**src/rtl/hazard_ctrl_if.sv**
```systemverilog
// Pipeline hazard control bus: pipeline-side status in, stall/flush/forward controls out.
interface hazard_ctrl_if #(
    parameter int unsigned CNT_W = 16
);
    logic [4:0]       id_rs;
    logic [4:0]       id_rt;
    logic             id_uses_rt;
    logic [4:0]       ex_rs;
    logic [4:0]       ex_rt;
    logic [4:0]       ex_rd;
    logic             ex_mem_read;
    logic             ex_jump_taken;
    logic [4:0]       mem_rd;
    logic             mem_reg_write;
    logic [4:0]       wb_rd;
    logic             wb_reg_write;
    logic             mem_busy;
    logic             stall_if;
    logic             stall_id;
    logic             stall_ex;
    logic             stall_mem;
    logic             flush_id;
    logic             flush_ex;
    logic             flush_wb;
    logic             pc_redirect;
    logic [1:0]       fwd_a;
    logic [1:0]       fwd_b;
    logic [1:0]       state;
    logic [CNT_W-1:0] stall_cnt;
    logic [CNT_W-1:0] flush_cnt;

    // Pipeline datapath side.
    modport master (
        output id_rs, id_rt, id_uses_rt, ex_rs, ex_rt, ex_rd, ex_mem_read, ex_jump_taken,
        output mem_rd, mem_reg_write, wb_rd, wb_reg_write, mem_busy,
        input  stall_if, stall_id, stall_ex, stall_mem, flush_id, flush_ex, flush_wb,
        input  pc_redirect, fwd_a, fwd_b, state, stall_cnt, flush_cnt
    );

    // Hazard control unit side.
    modport slave (
        input  id_rs, id_rt, id_uses_rt, ex_rs, ex_rt, ex_rd, ex_mem_read, ex_jump_taken,
        input  mem_rd, mem_reg_write, wb_rd, wb_reg_write, mem_busy,
        output stall_if, stall_id, stall_ex, stall_mem, flush_id, flush_ex, flush_wb,
        output pc_redirect, fwd_a, fwd_b, state, stall_cnt, flush_cnt
    );
endinterface

```
**src/rtl/hazard_ctrl.sv**
```systemverilog
// Hazard control for the 5-stage MIPS pipeline: load-use stalls, taken-jump flushes,
// data-memory wait freezes, EX operand forwarding and saturating event counters.
module hazard_ctrl #(
    parameter int unsigned BR_PENALTY = 2,
    parameter int unsigned CNT_W      = 16
) (
    input logic         clk,
    input logic         rst_n,
    hazard_ctrl_if.slave bus
);

    typedef enum logic [1:0] {
        StRun      = 2'd0,
        StLuStall  = 2'd1,
        StBrFlush  = 2'd2,
        StMemWait  = 2'd3
    } state_e;

    localparam logic [2:0] BrReload = 3'(BR_PENALTY - 1);

    state_e           r_state;
    logic [2:0]       r_br_cnt;
    logic [CNT_W-1:0] r_stall_cnt;
    logic [CNT_W-1:0] r_flush_cnt;

    logic       w_load_use;
    logic       w_freeze;
    logic       w_jump_acc;
    logic       w_lu_acc;
    logic       w_in_brf;
    logic       w_stall_if;
    logic [1:0] w_fwd_a;
    logic [1:0] w_fwd_b;

    // Load in EX feeding a source of the instruction in ID; $0 is never a real dependency.
    assign w_load_use = bus.ex_mem_read && (bus.ex_rd != 5'd0) &&
                        ((bus.ex_rd == bus.id_rs) || (bus.id_uses_rt && (bus.ex_rd == bus.id_rt)));

    assign w_freeze = bus.mem_busy;

    // Decide which event is accepted this cycle; memory wait overrides everything.
    always_comb begin
        w_jump_acc = 1'b0;
        w_lu_acc   = 1'b0;
        w_in_brf   = 1'b0;
        unique case (r_state)
            StRun, StMemWait: begin
                if (!w_freeze) begin
                    if (bus.ex_jump_taken) begin
                        w_jump_acc = 1'b1;
                    end else if (w_load_use) begin
                        w_lu_acc = 1'b1;
                    end
                end
            end
            StLuStall: begin
                // EX holds the bubble inserted last cycle; nothing to act on.
            end
            StBrFlush: begin
                w_in_brf = 1'b1;
            end
            default: begin
            end
        endcase
    end

    assign w_stall_if = w_freeze || w_lu_acc;

    // Drive pipeline controls; everything is forced quiet while reset is held.
    always_comb begin
        bus.stall_if    = rst_n && w_stall_if;
        bus.stall_id    = rst_n && w_stall_if;
        bus.stall_ex    = rst_n && w_freeze;
        bus.stall_mem   = rst_n && w_freeze;
        bus.flush_wb    = rst_n && w_freeze;
        bus.flush_id    = rst_n && (w_jump_acc || w_in_brf);
        bus.flush_ex    = rst_n && (w_jump_acc || w_lu_acc);
        bus.pc_redirect = rst_n && w_jump_acc;
    end

    // Forwarding selects for EX operands; MEM result is newer than WB so it wins.
    always_comb begin
        w_fwd_a = 2'b00;
        w_fwd_b = 2'b00;
        if (bus.mem_reg_write && (bus.mem_rd != 5'd0) && (bus.mem_rd == bus.ex_rs)) begin
            w_fwd_a = 2'b10;
        end else if (bus.wb_reg_write && (bus.wb_rd != 5'd0) && (bus.wb_rd == bus.ex_rs)) begin
            w_fwd_a = 2'b01;
        end
        if (bus.mem_reg_write && (bus.mem_rd != 5'd0) && (bus.mem_rd == bus.ex_rt)) begin
            w_fwd_b = 2'b10;
        end else if (bus.wb_reg_write && (bus.wb_rd != 5'd0) && (bus.wb_rd == bus.ex_rt)) begin
            w_fwd_b = 2'b01;
        end
        bus.fwd_a = rst_n ? w_fwd_a : 2'b00;
        bus.fwd_b = rst_n ? w_fwd_b : 2'b00;
    end

    assign bus.state     = r_state;
    assign bus.stall_cnt = r_stall_cnt;
    assign bus.flush_cnt = r_flush_cnt;

    // FSM, branch-penalty counter and saturating event counters.
    always_ff @(posedge clk or negedge rst_n) begin
        if (!rst_n) begin
            r_state     <= StRun;
            r_br_cnt    <= 3'd0;
            r_stall_cnt <= '0;
            r_flush_cnt <= '0;
        end else begin
            if (w_freeze) begin
                // A flush in progress keeps its place; the penalty counter is frozen too.
                if (r_state != StBrFlush) begin
                    r_state <= StMemWait;
                end
            end else begin
                unique case (r_state)
                    StRun, StMemWait: begin
                        if (w_jump_acc) begin
                            r_br_cnt <= BrReload;
                            r_state  <= (BR_PENALTY > 1) ? StBrFlush : StRun;
                        end else if (w_lu_acc) begin
                            r_state <= StLuStall;
                        end else begin
                            r_state <= StRun;
                        end
                    end
                    StLuStall: begin
                        r_state <= StRun;
                    end
                    StBrFlush: begin
                        if (r_br_cnt <= 3'd1) begin
                            r_br_cnt <= 3'd0;
                            r_state  <= StRun;
                        end else begin
                            r_br_cnt <= r_br_cnt - 3'd1;
                        end
                    end
                    default: begin
                        r_state <= StRun;
                    end
                endcase
            end

            if (w_stall_if && (r_stall_cnt != {CNT_W{1'b1}})) begin
                r_stall_cnt <= r_stall_cnt + 1'b1;
            end
            if (w_jump_acc && (r_flush_cnt != {CNT_W{1'b1}})) begin
                r_flush_cnt <= r_flush_cnt + 1'b1;
            end
        end
    end

endmodule
```
**src/flat_wrapper.sv**
```systemverilog
// flat-port wrapper written by rule: the top's interface ports become plain ports
module hazard_ctrl_flat 
#(
    parameter int unsigned BR_PENALTY = 2,
    parameter int unsigned CNT_W      = 16
)
  (clk, rst_n, bus_id_rs, bus_id_rt, bus_id_uses_rt, bus_ex_rs, bus_ex_rt, bus_ex_rd, bus_ex_mem_read, bus_ex_jump_taken, bus_mem_rd, bus_mem_reg_write, bus_wb_rd, bus_wb_reg_write, bus_mem_busy, bus_stall_if, bus_stall_id, bus_stall_ex, bus_stall_mem, bus_flush_id, bus_flush_ex, bus_flush_wb, bus_pc_redirect, bus_fwd_a, bus_fwd_b, bus_state, bus_stall_cnt, bus_flush_cnt);
  hazard_ctrl_if #(.CNT_W(CNT_W)) bus_i ();
  input logic clk;
  input logic rst_n;
  input wire logic [$bits(bus_i.id_rs)-1:0] bus_id_rs;
  input wire logic [$bits(bus_i.id_rt)-1:0] bus_id_rt;
  input wire logic [$bits(bus_i.id_uses_rt)-1:0] bus_id_uses_rt;
  input wire logic [$bits(bus_i.ex_rs)-1:0] bus_ex_rs;
  input wire logic [$bits(bus_i.ex_rt)-1:0] bus_ex_rt;
  input wire logic [$bits(bus_i.ex_rd)-1:0] bus_ex_rd;
  input wire logic [$bits(bus_i.ex_mem_read)-1:0] bus_ex_mem_read;
  input wire logic [$bits(bus_i.ex_jump_taken)-1:0] bus_ex_jump_taken;
  input wire logic [$bits(bus_i.mem_rd)-1:0] bus_mem_rd;
  input wire logic [$bits(bus_i.mem_reg_write)-1:0] bus_mem_reg_write;
  input wire logic [$bits(bus_i.wb_rd)-1:0] bus_wb_rd;
  input wire logic [$bits(bus_i.wb_reg_write)-1:0] bus_wb_reg_write;
  input wire logic [$bits(bus_i.mem_busy)-1:0] bus_mem_busy;
  output wire logic [$bits(bus_i.stall_if)-1:0] bus_stall_if;
  output wire logic [$bits(bus_i.stall_id)-1:0] bus_stall_id;
  output wire logic [$bits(bus_i.stall_ex)-1:0] bus_stall_ex;
  output wire logic [$bits(bus_i.stall_mem)-1:0] bus_stall_mem;
  output wire logic [$bits(bus_i.flush_id)-1:0] bus_flush_id;
  output wire logic [$bits(bus_i.flush_ex)-1:0] bus_flush_ex;
  output wire logic [$bits(bus_i.flush_wb)-1:0] bus_flush_wb;
  output wire logic [$bits(bus_i.pc_redirect)-1:0] bus_pc_redirect;
  output wire logic [$bits(bus_i.fwd_a)-1:0] bus_fwd_a;
  output wire logic [$bits(bus_i.fwd_b)-1:0] bus_fwd_b;
  output wire logic [$bits(bus_i.state)-1:0] bus_state;
  output wire logic [$bits(bus_i.stall_cnt)-1:0] bus_stall_cnt;
  output wire logic [$bits(bus_i.flush_cnt)-1:0] bus_flush_cnt;
  assign bus_i.id_rs = bus_id_rs;
  assign bus_i.id_rt = bus_id_rt;
  assign bus_i.id_uses_rt = bus_id_uses_rt;
  assign bus_i.ex_rs = bus_ex_rs;
  assign bus_i.ex_rt = bus_ex_rt;
  assign bus_i.ex_rd = bus_ex_rd;
  assign bus_i.ex_mem_read = bus_ex_mem_read;
  assign bus_i.ex_jump_taken = bus_ex_jump_taken;
  assign bus_i.mem_rd = bus_mem_rd;
  assign bus_i.mem_reg_write = bus_mem_reg_write;
  assign bus_i.wb_rd = bus_wb_rd;
  assign bus_i.wb_reg_write = bus_wb_reg_write;
  assign bus_i.mem_busy = bus_mem_busy;
  assign bus_stall_if = bus_i.stall_if;
  assign bus_stall_id = bus_i.stall_id;
  assign bus_stall_ex = bus_i.stall_ex;
  assign bus_stall_mem = bus_i.stall_mem;
  assign bus_flush_id = bus_i.flush_id;
  assign bus_flush_ex = bus_i.flush_ex;
  assign bus_flush_wb = bus_i.flush_wb;
  assign bus_pc_redirect = bus_i.pc_redirect;
  assign bus_fwd_a = bus_i.fwd_a;
  assign bus_fwd_b = bus_i.fwd_b;
  assign bus_state = bus_i.state;
  assign bus_stall_cnt = bus_i.stall_cnt;
  assign bus_flush_cnt = bus_i.flush_cnt;
  hazard_ctrl #(.BR_PENALTY(BR_PENALTY), .CNT_W(CNT_W)) u_core (.clk(clk), .rst_n(rst_n), .bus(bus_i));
endmodule
```
**config.mk**
```make
export PLATFORM = sky130hd
export DESIGN_NAME = hazard_ctrl_flat
export DESIGN_NICKNAME = d
export VERILOG_FILES = /design/src/rtl/hazard_ctrl_if.sv /design/src/rtl/hazard_ctrl.sv /design/src/flat_wrapper.sv
export SDC_FILE = /design/constraint.sdc
export NUM_CORES = 1
export LEC_CHECK = 0
export CAP_MARGIN = 25
export CORE_UTILIZATION = 40
export DETAILED_ROUTE_END_ITERATION = 7
export GPL_TIMING_DRIVEN = 0
export PLACE_DENSITY = 0.75
export SLEW_MARGIN = 40
export SYNTH_ARGS = -nofsm -noshare
export SYNTH_HDL_FRONTEND = slang
export SYNTH_SLANG_ARGS = --single-unit
export TNS_END_PERCENT = 1
```
**constraint.sdc**
```tcl
create_clock -name clk -period 2.8 [get_ports clk]
set_clock_uncertainty 0.1 [all_clocks]
set_input_delay 0.28 -clock clk [delete_from_list [all_inputs] [get_ports clk]]
set_output_delay 0.28 -clock clk [all_outputs]
set_load 0.01 [all_outputs]
```
==> run_results.csv, run 1 <==
group,metric,value,unit
yosys,synth-seq-cells,37,
hold_path,worstHoldPathCells,1,
detailed_routing,viasPerCell,5.02,
finish,regArea,926,um2
detailed_routing,drc,0,
placed_design,dp_cells,392,
finish,multiInputGateArea,1260,um2
setup_path,startpoint_type,"flip-flop",
placed_design,place_congestion,0.804,
flow_run,maxCapViolCount,0,
yosys,synth_area_per_cell,9.61,um2
setup_path,crit_arrival,2320,ps
global_routing,antenna_found_initial,0,
yosys,synth_common_cells,"dfrtp_1, xnor2_1, xor2_1, nand2_1, nand3_1",
timing,worstMarginPinSlew,671,ps
setup_path,max_stage_delay,520,ps
timing,setup_ws,105,ps
floorplanning,start_util,42.7,%
setup_path,critPathCaptureType,"output pin",
global_routing,grt_max_degree,38,
setup_path,cp_common_cell,"a21oi_2",
setup_path,crit_slowest_cell,"clkdlybuf4s50_1",
timing,setup_violations,0,
yosys,synth_top_flop_cell,"dfrtp_1",
clock_tree,clock_latency,290,ps
pwr,p_switching,0.627,mW
setup_path,rr_endpoint,"u_core.bus.flush_cnt[9]",
detailed_routing,drt_pre_antenna_iters,4,
finish,area_delta_synth_final,49.9,%
setup_path,r2r_setup_slack,500,ps
yosys,synth-edff-count,0,
floorplanning,core,5270,um2
pwr,seqPwrFrac,40.4,%
finish,fillCellCount,460,
placed_design,portBuffers,88,
global_routing,grt_pass1_wl,9.46,mm
pwr,power_density,557,nW/um2
detailed_routing,drt_iter0_drc,39,
pwr,ir_drop,0.444,mV
global_routing,grt_pass1_vias,1994,
timing,slew_viol_final,0,
timing,fin_crit,2700,ps
setup_path,critical_path_class,"flip-flop to output pin",
placed_design,hpwl,4.28,mm
yosys,yosys.area.top_type,"dfrtp_1",
detailed_routing,via_count,2029,
pwr,switching_share,33.4,%
floorplanning,die_x,77.0,um
yosys,async_flop_share,100,%
floorplanning,num_io_pins,89,
detailed_routing,postRouteAntennaNets,0,
yosys,synth_most_common_cell,"dfrtp_1",
floorplanning,die_area,5930,um2
setup_path,required,2420,ps
timing,hold_viol_final,0,
yosys,synth_top_area_share,41.2,%
yosys,syn_inst,234,
floorplanning,std_cell_rows,26,
pwr,power_frac_comb,37.9,%
clock_tree,cts-root-buf,"clkbuf_8",
yosys,synth_area,2250,um2
clock_tree,h-tree-depth,2,
pwr,pwr-share-clk,21.7,%
global_routing,overflow,0,
run_status,status,"completed",
detailed_routing,wirelength,5.67,mm
yosys,yosysSeqAreaShare,41.2,%
placed_design,pre_cts_ws,37.6,ps
clock_tree,clock_tree.buffer_depth,2,
hold_path,hp-class,"flip-flop to flip-flop",
pwr,p_leak,1.43,nW
hold_path,whs_endpoint,"u_core.bus.stall_cnt[12]",
floorplanning,die_y,77.0,um
clock_tree,cts.reportedPaths.clkPinSlew,70,ps
global_routing,grt_usage,20.0,%
finish,fin_util,64.0,%
hold_path,holdCritStartpoint,"u_core.bus.stall_cnt[12]",
setup_path,r2r-start,"u_core.bus.state[0]",
timing,max_slew_margin,54.9,%
timing,fmax,371,MHz
timing,whs,390,ps
finish,antenna_cells,0,
finish,fin_nets,382,
clock_tree,clock-sinks,37,
clock_tree,cts_tree,"built",
setup_path,reg2reg_depth,7,
detailed_routing,wire_per_inst,14.0,um
setup_path,worst-path-max-fanout,4,
yosys,synth_area_leaders,"dfrtp_1, xnor2_1, xor2_1, nand3_1, ha_1",
pwr,p_int,1.25,mW
yosys,synth_cell_types,37,
yosys,yosysWarnings,0,
setup_path,crit_chain,"inv_1, ha_1, nand4bb_1, a21oi_2, nand2_1, a21oi_2, buf_4, clkdlybuf4s50_1",
finish,fin_cells,404,
clock_tree,cts_buffers,5,
yosys,synth_nets,283,
timing,fin_crit_sh,96.3,%
finish,layout-drive-gt1-share,7.19,%
[layout make-up]
type | count | share of cell area, %
timing repair buffer | 92 | 27.5
inverter | 10 | 1.11
multi-input combinational | 183 | 37.4
clock buffer | 7 | 2.86
tap | 70 | 2.60
sequential | 37 | 27.5
clock inverter | 1 | 0.148
buffer | 4 | 1.00
[critical path, delay by kind of cell, from the launching register on]
family	cells	cell delay [ps]
buf+inv	3	700
flops	1	410
compound gates	2	340
fa+ha+maj	1	330
simple gates	2	260
[through the flow]
step	cell area [um2]	setup TNS, ps	total power, mW
6_report	3370	0	1.88
2_1_floorplan	2250	0	1.09
5_1_grt	3370	-14.4	2.00
4_1_cts	3350	0	1.88
3_5_place_dp	3220	0	1.46
3_3_place_gp	3220	-9570	1.43
[flip-flops by register name, summed over array words and instances, names as in the netlist]
register and flops:
u_core.bus.flush_cnt 16, u_core.bus.stall_cnt 16, u_core.r_br_cnt 3, u_core.bus.state 2
[cell usage in the layout (no fill, tap or decap), types with 6 or more instances in the layout]
master / instances
dfrtp_1: 37
a21oi_1: 7
nand3_1: 18
nand2_1: 20
nor3_1: 12
xnor2_1: 36
xor2_1: 23
clkbuf_8: 7
clkdlybuf4s50_1: 86
nand4_1: 6
nor2_1: 12
inv_1: 10
ha_1: 6
buf_4: 6
[per-layer routing]
layer,vias up,track usage (%),share of wire (%)
met3,10,3.81,4.4
met2,63,32.1,46
li1,1010,-,-
met1,946,26.7,48
met4,0,7.55,1.6
met5,-,0,0
[how the worst max path moves through the flow]
stage,from,endpoint,slack [ps]
floorplan,u_core.bus.stall_cnt[0],u_core.bus.stall_cnt[1],650
global placement,rst_n,bus_stall_ex,-970
detailed placement,bus_mem_rd[0],bus_fwd_a[0],40
CTS,bus_mem_rd[0],bus_fwd_a[0],40
global route,u_core.bus.state[0],bus_stall_if,-10
finish,u_core.bus.state[0],bus_stall_if,100
[kinds of logic after synthesis]
logic type	Yosys count	share of synthesized area, %
adder cells (fa/ha/maj)	6	3.34
XOR/XNOR	59	23.0
buffers and inverters	14	3.17
AND/OR/NAND/NOR	92	21.4
multiplexers	2	1.00
AO/OA/AOI/OAI	24	6.95
flip-flops	37	41.2
[timing repair]
action	in CTS	in global routing
hold buffers	2	0
buffers inserted	0	2
endpoints found under the hold margin	37	0
resized for setup	1	3
endpoints found under the setup margin	1	3
pin swaps	0	1
[power groups by stage]
stage | combinational (mW) | clock (mW) | sequential [mW]
2_1_floorplan | 0.305 | 0 | 0.785
3_3_place_gp | 0.671 | 0 | 0.763
3_5_place_dp | 0.691 | 0 | 0.764
4_1_cts | 0.701 | 0.419 | 0.759
5_1_grt | 0.777 | 0.446 | 0.774
6_report | 0.711 | 0.407 | 0.759
Note: power is estimated with default switching activity, not from simulation.
==> run 2, diff against run 1 <==
--- a/config.mk
+++ b/config.mk
@@ -5,7 +5,6 @@
 export SDC_FILE = /design/constraint.sdc
 export NUM_CORES = 1
 export LEC_CHECK = 0
-export CAP_MARGIN = 25
 export CORE_UTILIZATION = 40
 export DETAILED_ROUTE_END_ITERATION = 7
 export GPL_TIMING_DRIVEN = 0
==> results of run 2 <==
No change in the layout: final DEF, timing and power equal those of run 1.
==> variant 1: new RTL, config.mk and constraints of run 2 <==
Reset style: synchronous (`rst_n`), changed in one clocked block.
--- a/src/rtl/hazard_ctrl.sv
+++ b/src/rtl/hazard_ctrl.sv
@@ -102,5 +102,5 @@
 
     // FSM, branch-penalty counter and saturating event counters.
-    always_ff @(posedge clk or negedge rst_n) begin
+    always_ff @(posedge clk) begin
         if (!rst_n) begin
             r_state     <= StRun;
Function: differs if rst_n is asserted again (counterexample within 4 cycles, from zero or initial values and one cycle with rst_n low); with rst_n held inactive, the same outputs for 10 cycles.
==> variant 1 against run 2 <==
Critical path depth rose by 1. Worst setup slack improved by 0.017 ns. Final area is 3.6% higher. Wire length increased by 7.7%. Count of clock-buffer cells in the layout shrank 2. First-iteration DRC count rose to 3.6 times the old value. Area after synthesis rose by 4.5%. Sequential cell count unchanged. Core utilization down 1.3 points.
Power is not compared: it rests on default switching activity, and its combinational part moved more than twofold at a synthesized area within 25%.
==> variant 1: results (changes against run 2) <==
register area share after synthesis 0.315 (-0.0965); dpl hpwl 4700 µm (+9.9%); met2 WL post-DR 2950 µm (+14%); Worst Hold Class in2reg; pre-CTS WS -0.482 ns (-0.519 ns); met3 GRT Util 0.0500 (+0.0119); Avg Cell Area, Syn 8.11 µm² (-16%); Crit Path Max Fanout 14 (+10); headroom to the max-slew limit 0.649 (+0.0991); post-synthesis cell type count 43 (+16%); number of global-route vias before repair 2316 (+16%); GRT Total Usage 0.205 (+0.00441); metal3 WL 335 µm (+33%); largest cells by area after synthesis dfxtp_1 (32%), xor2_1 (11%), xnor2_1 (4.8%), nor2_1 (4.2%), or4_1 (4.2%); post-CTS sizing 13 (+12); first-pass GRT wire length 10200 µm (+7.7%); synth cell count leaders dfxtp_1 (37), xor2_1 (30), nor2_1 (26); Placed Instance Area 3310 µm² (+3.0%); final layout net count 434 (+14%); status complete, no violations; CP max-delay cell or4_1; routed vias/inst 5.27 (+4.9%); share of cells above drive strength 1 0.0674 (-0.00450); met2 usage 0.345 (+0.0238); async set-reset flop share out of synthesis 0 (-1.00); pin count of the biggest net entering global routing 15 (-61%); post-CTS setup buffer count 2 (+2); Global Route met1 Usage 0.250 (-0.0165); syn nets 339 (+20%); placed cell count 449 (+15%); M1 wire length 2730 µm (-0.22%); Via Count 2414 (+19%); total wire length 6110 µm (+7.7%); 1st-iter DRT viols 140 (+260%); IO Port Bufs 87 (-1.1%); routability cong. 0.815 (+1.4%)
variant 1: changes by cell type in the layout (fill, tap and decap cells not counted), sizes merged, moves of 7 or more:
cell	delta
xnor2	-23
dlygate4sd2	+7
dfrtp	-37
nor2	+14
or4	+11
dfxtp	+37
o31ai	+10
xor2	+7
a21oi	+9
clkdlybuf4s50	-7
variant 1: worst max-delay path: cells and delay by family:
family / cells / cell delay [ns]
simple gates: 3 / 0.68
compound gates: 2 / 0.31
buf+inv: 4 / 1.03
variant 1: path summary, 6_finish.rpt:
kind / from / end / slack [ns] / cells past startpoint
worst max-delay path: bus_ex_rd[2] / bus_stall_if / 0.12 / 9
worst min-delay path: bus_mem_busy / u_core.bus.state[0]$_SDFFE_PN0P_ / 0.37 / 3
worst min register to register: u_core.r_br_cnt[2]$_SDFFE_PN0P_ / u_core.r_br_cnt[2]$_SDFFE_PN0P_ / 0.39 / 2
worst max register to register: u_core.bus.stall_cnt[2]$_SDFFE_PN0P_ / u_core.bus.stall_cnt[5]$_SDFFE_PN0P_ / 0.26 / 9
variant 1: final cells by class:
class / count / area [µm²]
Clock inverter: 3 / 68.8
Tap cell: 72 / 90.1
Multi-Input combinational cell: 228 / 1500
Buffer: 14 / 78.8
Fill cell: 487 / 2080
Clock buffer: 5 / 68.8
Sequential cell: 37 / 742
Timing Repair Buffer: 90 / 912
Inverter: 9 / 33.8
variant 1: cells by family (layout without fill, tap and decap cells):
group,count (synthesis),count (layout),synth area share
and+or+nand+nor,125,125,0.291
AOI/OAI and AO/OA,51,51,0.136
xor gates and xnor gates,43,43,0.160
DFF,37,37,0.315
buffers and inverters,25,121,0.0532
adders and majority gates,6,6,0.0319
muxes,3,3,0.0128
variant 1: power by group:
group / switching [mW] / internal (mW)
clock: 0.207 / 0.359
sequential: 0.0102 / 0.535
combinational: 0.116 / 0.136
==> variant 2: new RTL, settings of run 2 <==
Without the edit above. `CNT_W` is set to 16 in 3 places; all go to 20.
--- a/src/rtl/hazard_ctrl_if.sv
+++ b/src/rtl/hazard_ctrl_if.sv
@@ -1,5 +1,5 @@
 // Pipeline hazard control bus: pipeline-side status in, stall/flush/forward controls out.
 interface hazard_ctrl_if #(
-    parameter int unsigned CNT_W = 16
+    parameter int unsigned CNT_W = 20
 );
     logic [4:0]       id_rs;
--- a/src/rtl/hazard_ctrl.sv
+++ b/src/rtl/hazard_ctrl.sv
@@ -3,5 +3,5 @@
 module hazard_ctrl #(
     parameter int unsigned BR_PENALTY = 2,
-    parameter int unsigned CNT_W      = 16
+    parameter int unsigned CNT_W      = 20
 ) (
     input logic         clk,
--- a/src/flat_wrapper.sv
+++ b/src/flat_wrapper.sv
@@ -3,5 +3,5 @@
 #(
     parameter int unsigned BR_PENALTY = 2,
-    parameter int unsigned CNT_W      = 16
+    parameter int unsigned CNT_W      = 20
 )
   (clk, rst_n, bus_id_rs, bus_id_rt, bus_id_uses_rt, bus_ex_rs, bus_ex_rt, bus_ex_rd, bus_ex_mem_read, bus_ex_jump_taken, bus_mem_rd, bus_mem_reg_write, bus_wb_rd, bus_wb_reg_write, bus_mem_busy, bus_stall_if, bus_stall_id, bus_stall_ex, bus_stall_mem, bus_flush_id, bus_flush_ex, bus_flush_wb, bus_pc_redirect, bus_fwd_a, bus_fwd_b, bus_state, bus_stall_cnt, bus_flush_cnt);
Interface: changed (resized bus_flush_cnt and bus_stall_cnt); port bits go from 89 to 97. The function was not compared with the original's and may differ.
==> variant 2 against run 2 <==
The run now ends with design-rule violations left. Worst setup slack got worse by 0.047 ns. Wire length increased by 20%. Count of clock-buffer cells in the layout decreased by 1. First-iteration DRC count increased to 3.2 times the old value. Power increased by 28%. Final area increased by 18%. Area after synthesis increased by 21%. Sequential cell count increased by 8. Critical path type is now in2out. Critical endpoint is now bus_fwd_a[0]. Largest power group unchanged.
==> variant 2: results (changes against run 2) <==
total wire length 6810 µm (+20%); Placed Instance Area 3790 µm² (+18%); CTS max path bufs 2 (unchanged); dpl hpwl 5200 µm (+21%); post-synthesis cell type count 43 (+16%); routed vias/inst 5.20 (+3.5%); cell family with most CP delay buffers and inverters; non-filler cells, final 468 (+16%); met3 GRT Util 0.0413 (+0.00320); drt drc 6 (+6); IO Port Bufs 96 (+9.1%); async set-reset flop share out of synthesis 1.00 (unchanged); # diodes 0 (unchanged); drt pass-1 iters 6 (+2); met2 usage 0.341 (+0.0191); maximum VDD drop 0.000280 V (-37%); Clock transition at path regs 0.09 ns (+0.02 ns); hold_sp u_core.bus.flush_cnt[14]$_DFFE_PN0P_; max layer used met4; Worst Hold Class reg2reg; antenna violations before repair 0 (unchanged); pin count of the biggest net entering global routing 37 (-2.6%); Layout fillers 573 (+25%); register area share after synthesis 0.415 (+0.00356); crit path time final 2.74 ns (+0.0468 ns); Max stage delay on crit path 0.56 ns (+0.04 ns); syn nets 331 (+17%); RR Startpoint u_core.bus.state[1]$_DFFE_PN0P_; Area Overhead vs Synth 46.3%; 1st-iter DRT viols 125 (+220%); synth cell count leaders dfrtp_1 (45), xor2_1 (35), nand2_1 (29); Ys Warns 0 (unchanged); number of global-route vias before repair 2465 (+24%); final layout net count 439 (+15%); routability cong. 0.798 (-0.82%); M1 wire length 2960 µm (+8.4%); pre-CTS WS -0.300 ns (-0.338 ns); Crit Path Max Fanout 3 (-1); share of cells above drive strength 1 0.0818 (+0.00999); hold path endpoint u_core.bus.flush_cnt[14]$_DFFE_PN0P_; Least-Margin Pin Slew 0.603 ns (-0.0680 ns); first-pass GRT wire length 11600 µm (+22%); status finished with violations; hold slack 0.394 ns (+0.00359 ns); RR Endpoint u_core.bus.flush_cnt[14]$_DFFE_PN0P_; largest cells by area after synthesis dfrtp_1 (42%), xor2_1 (11%), xnor2_1 (8.7%), nand2_1 (4.0%), nor2_1 (2.9%); clock root cell clkbuf_8; Global Route met1 Usage 0.263 (-0.00339); violated checks design-rule violations; CP max-delay cell or4_1; Critical Path AT 2.36 ns (+0.04 ns); Worst R2R Setup Slack 0.48 ns (-0.02 ns); metal3 WL 358 µm (+42%); met2 WL post-DR 3360 µm (+30%); placed cell count 456 (+16%); LEAKAGE 1.62 nW (+13%); GRT Total Usage 0.202 (+0.00186); Avg Cell Area, Syn 9.62 µm² (about the same); Finish-stage setup viols 0 (unchanged)
## variant 2: cell types whose count changed in the layout (fill, tap and decap cells not counted), sizes merged, moves of 3 or more
| cell | delta |
|---|---|
| xor2 | +12 |
| nor2 | +9 |
| dfrtp | +8 |
| nand2 | +8 |
| xnor2 | -8 |
| dlygate4sd2 | +5 |
| a21oi | -4 |
| clkdlybuf4s50 | +3 |
| nand3 | -3 |
| nand4 | +3 |
| nor3 | +3 |
| o21ai | +3 |
## variant 2: worst max path at each step
| stage | startpoint | end |
|---|---|---|
| 4_1_cts | bus_mem_rd[0] | bus_fwd_b[0] |
| 3_5_place_dp | bus_ex_rd[3] | bus_stall_if |
| 3_3_place_gp | rst_n | bus_fwd_b[0] |
| 6_report | bus_mem_rd[0] | bus_fwd_a[0] |
| 5_1_grt | bus_ex_rd[3] | bus_flush_ex |
| 2_1_floorplan | u_core.bus.state[0]$_DFFE_PN0P_ | bus_stall_if |
## variant 2: repair_timing
action / in CTS / in global routing
endpoints found under the hold margin: 45 / 0
hold buffers: 3 / 0
gates resized for setup: 8 / 2
buffers inserted: 1 / 0
endpoints found under the setup margin: 5 / 3
pin swaps: 2 / 0
## variant 2: area by class of cell
class / count / share of cell area
clock buffers: 6 / 0.0183
inverters: 10 / 0.00946
well taps: 77 / 0.0243
clock inverters: 2 / 0.00977
repair buffers: 101 / 0.258
flip-flops and latches: 45 / 0.284
multi-input cells: 221 / 0.384
plain buffers: 6 / 0.0126
## variant 2: report_power, final
group	internal, mW	switching (mW)
registers	0.792	0.194
logic	0.521	0.401
clock network	0.268	0.232
## variant 2: kinds of logic after synthesis
family          synth area share
simple gates               0.244
xor+xnor                   0.206
flops                      0.415
compound gates            0.0586
buf+inv                   0.0323
fa+ha+maj                 0.0277
mux                       0.0161
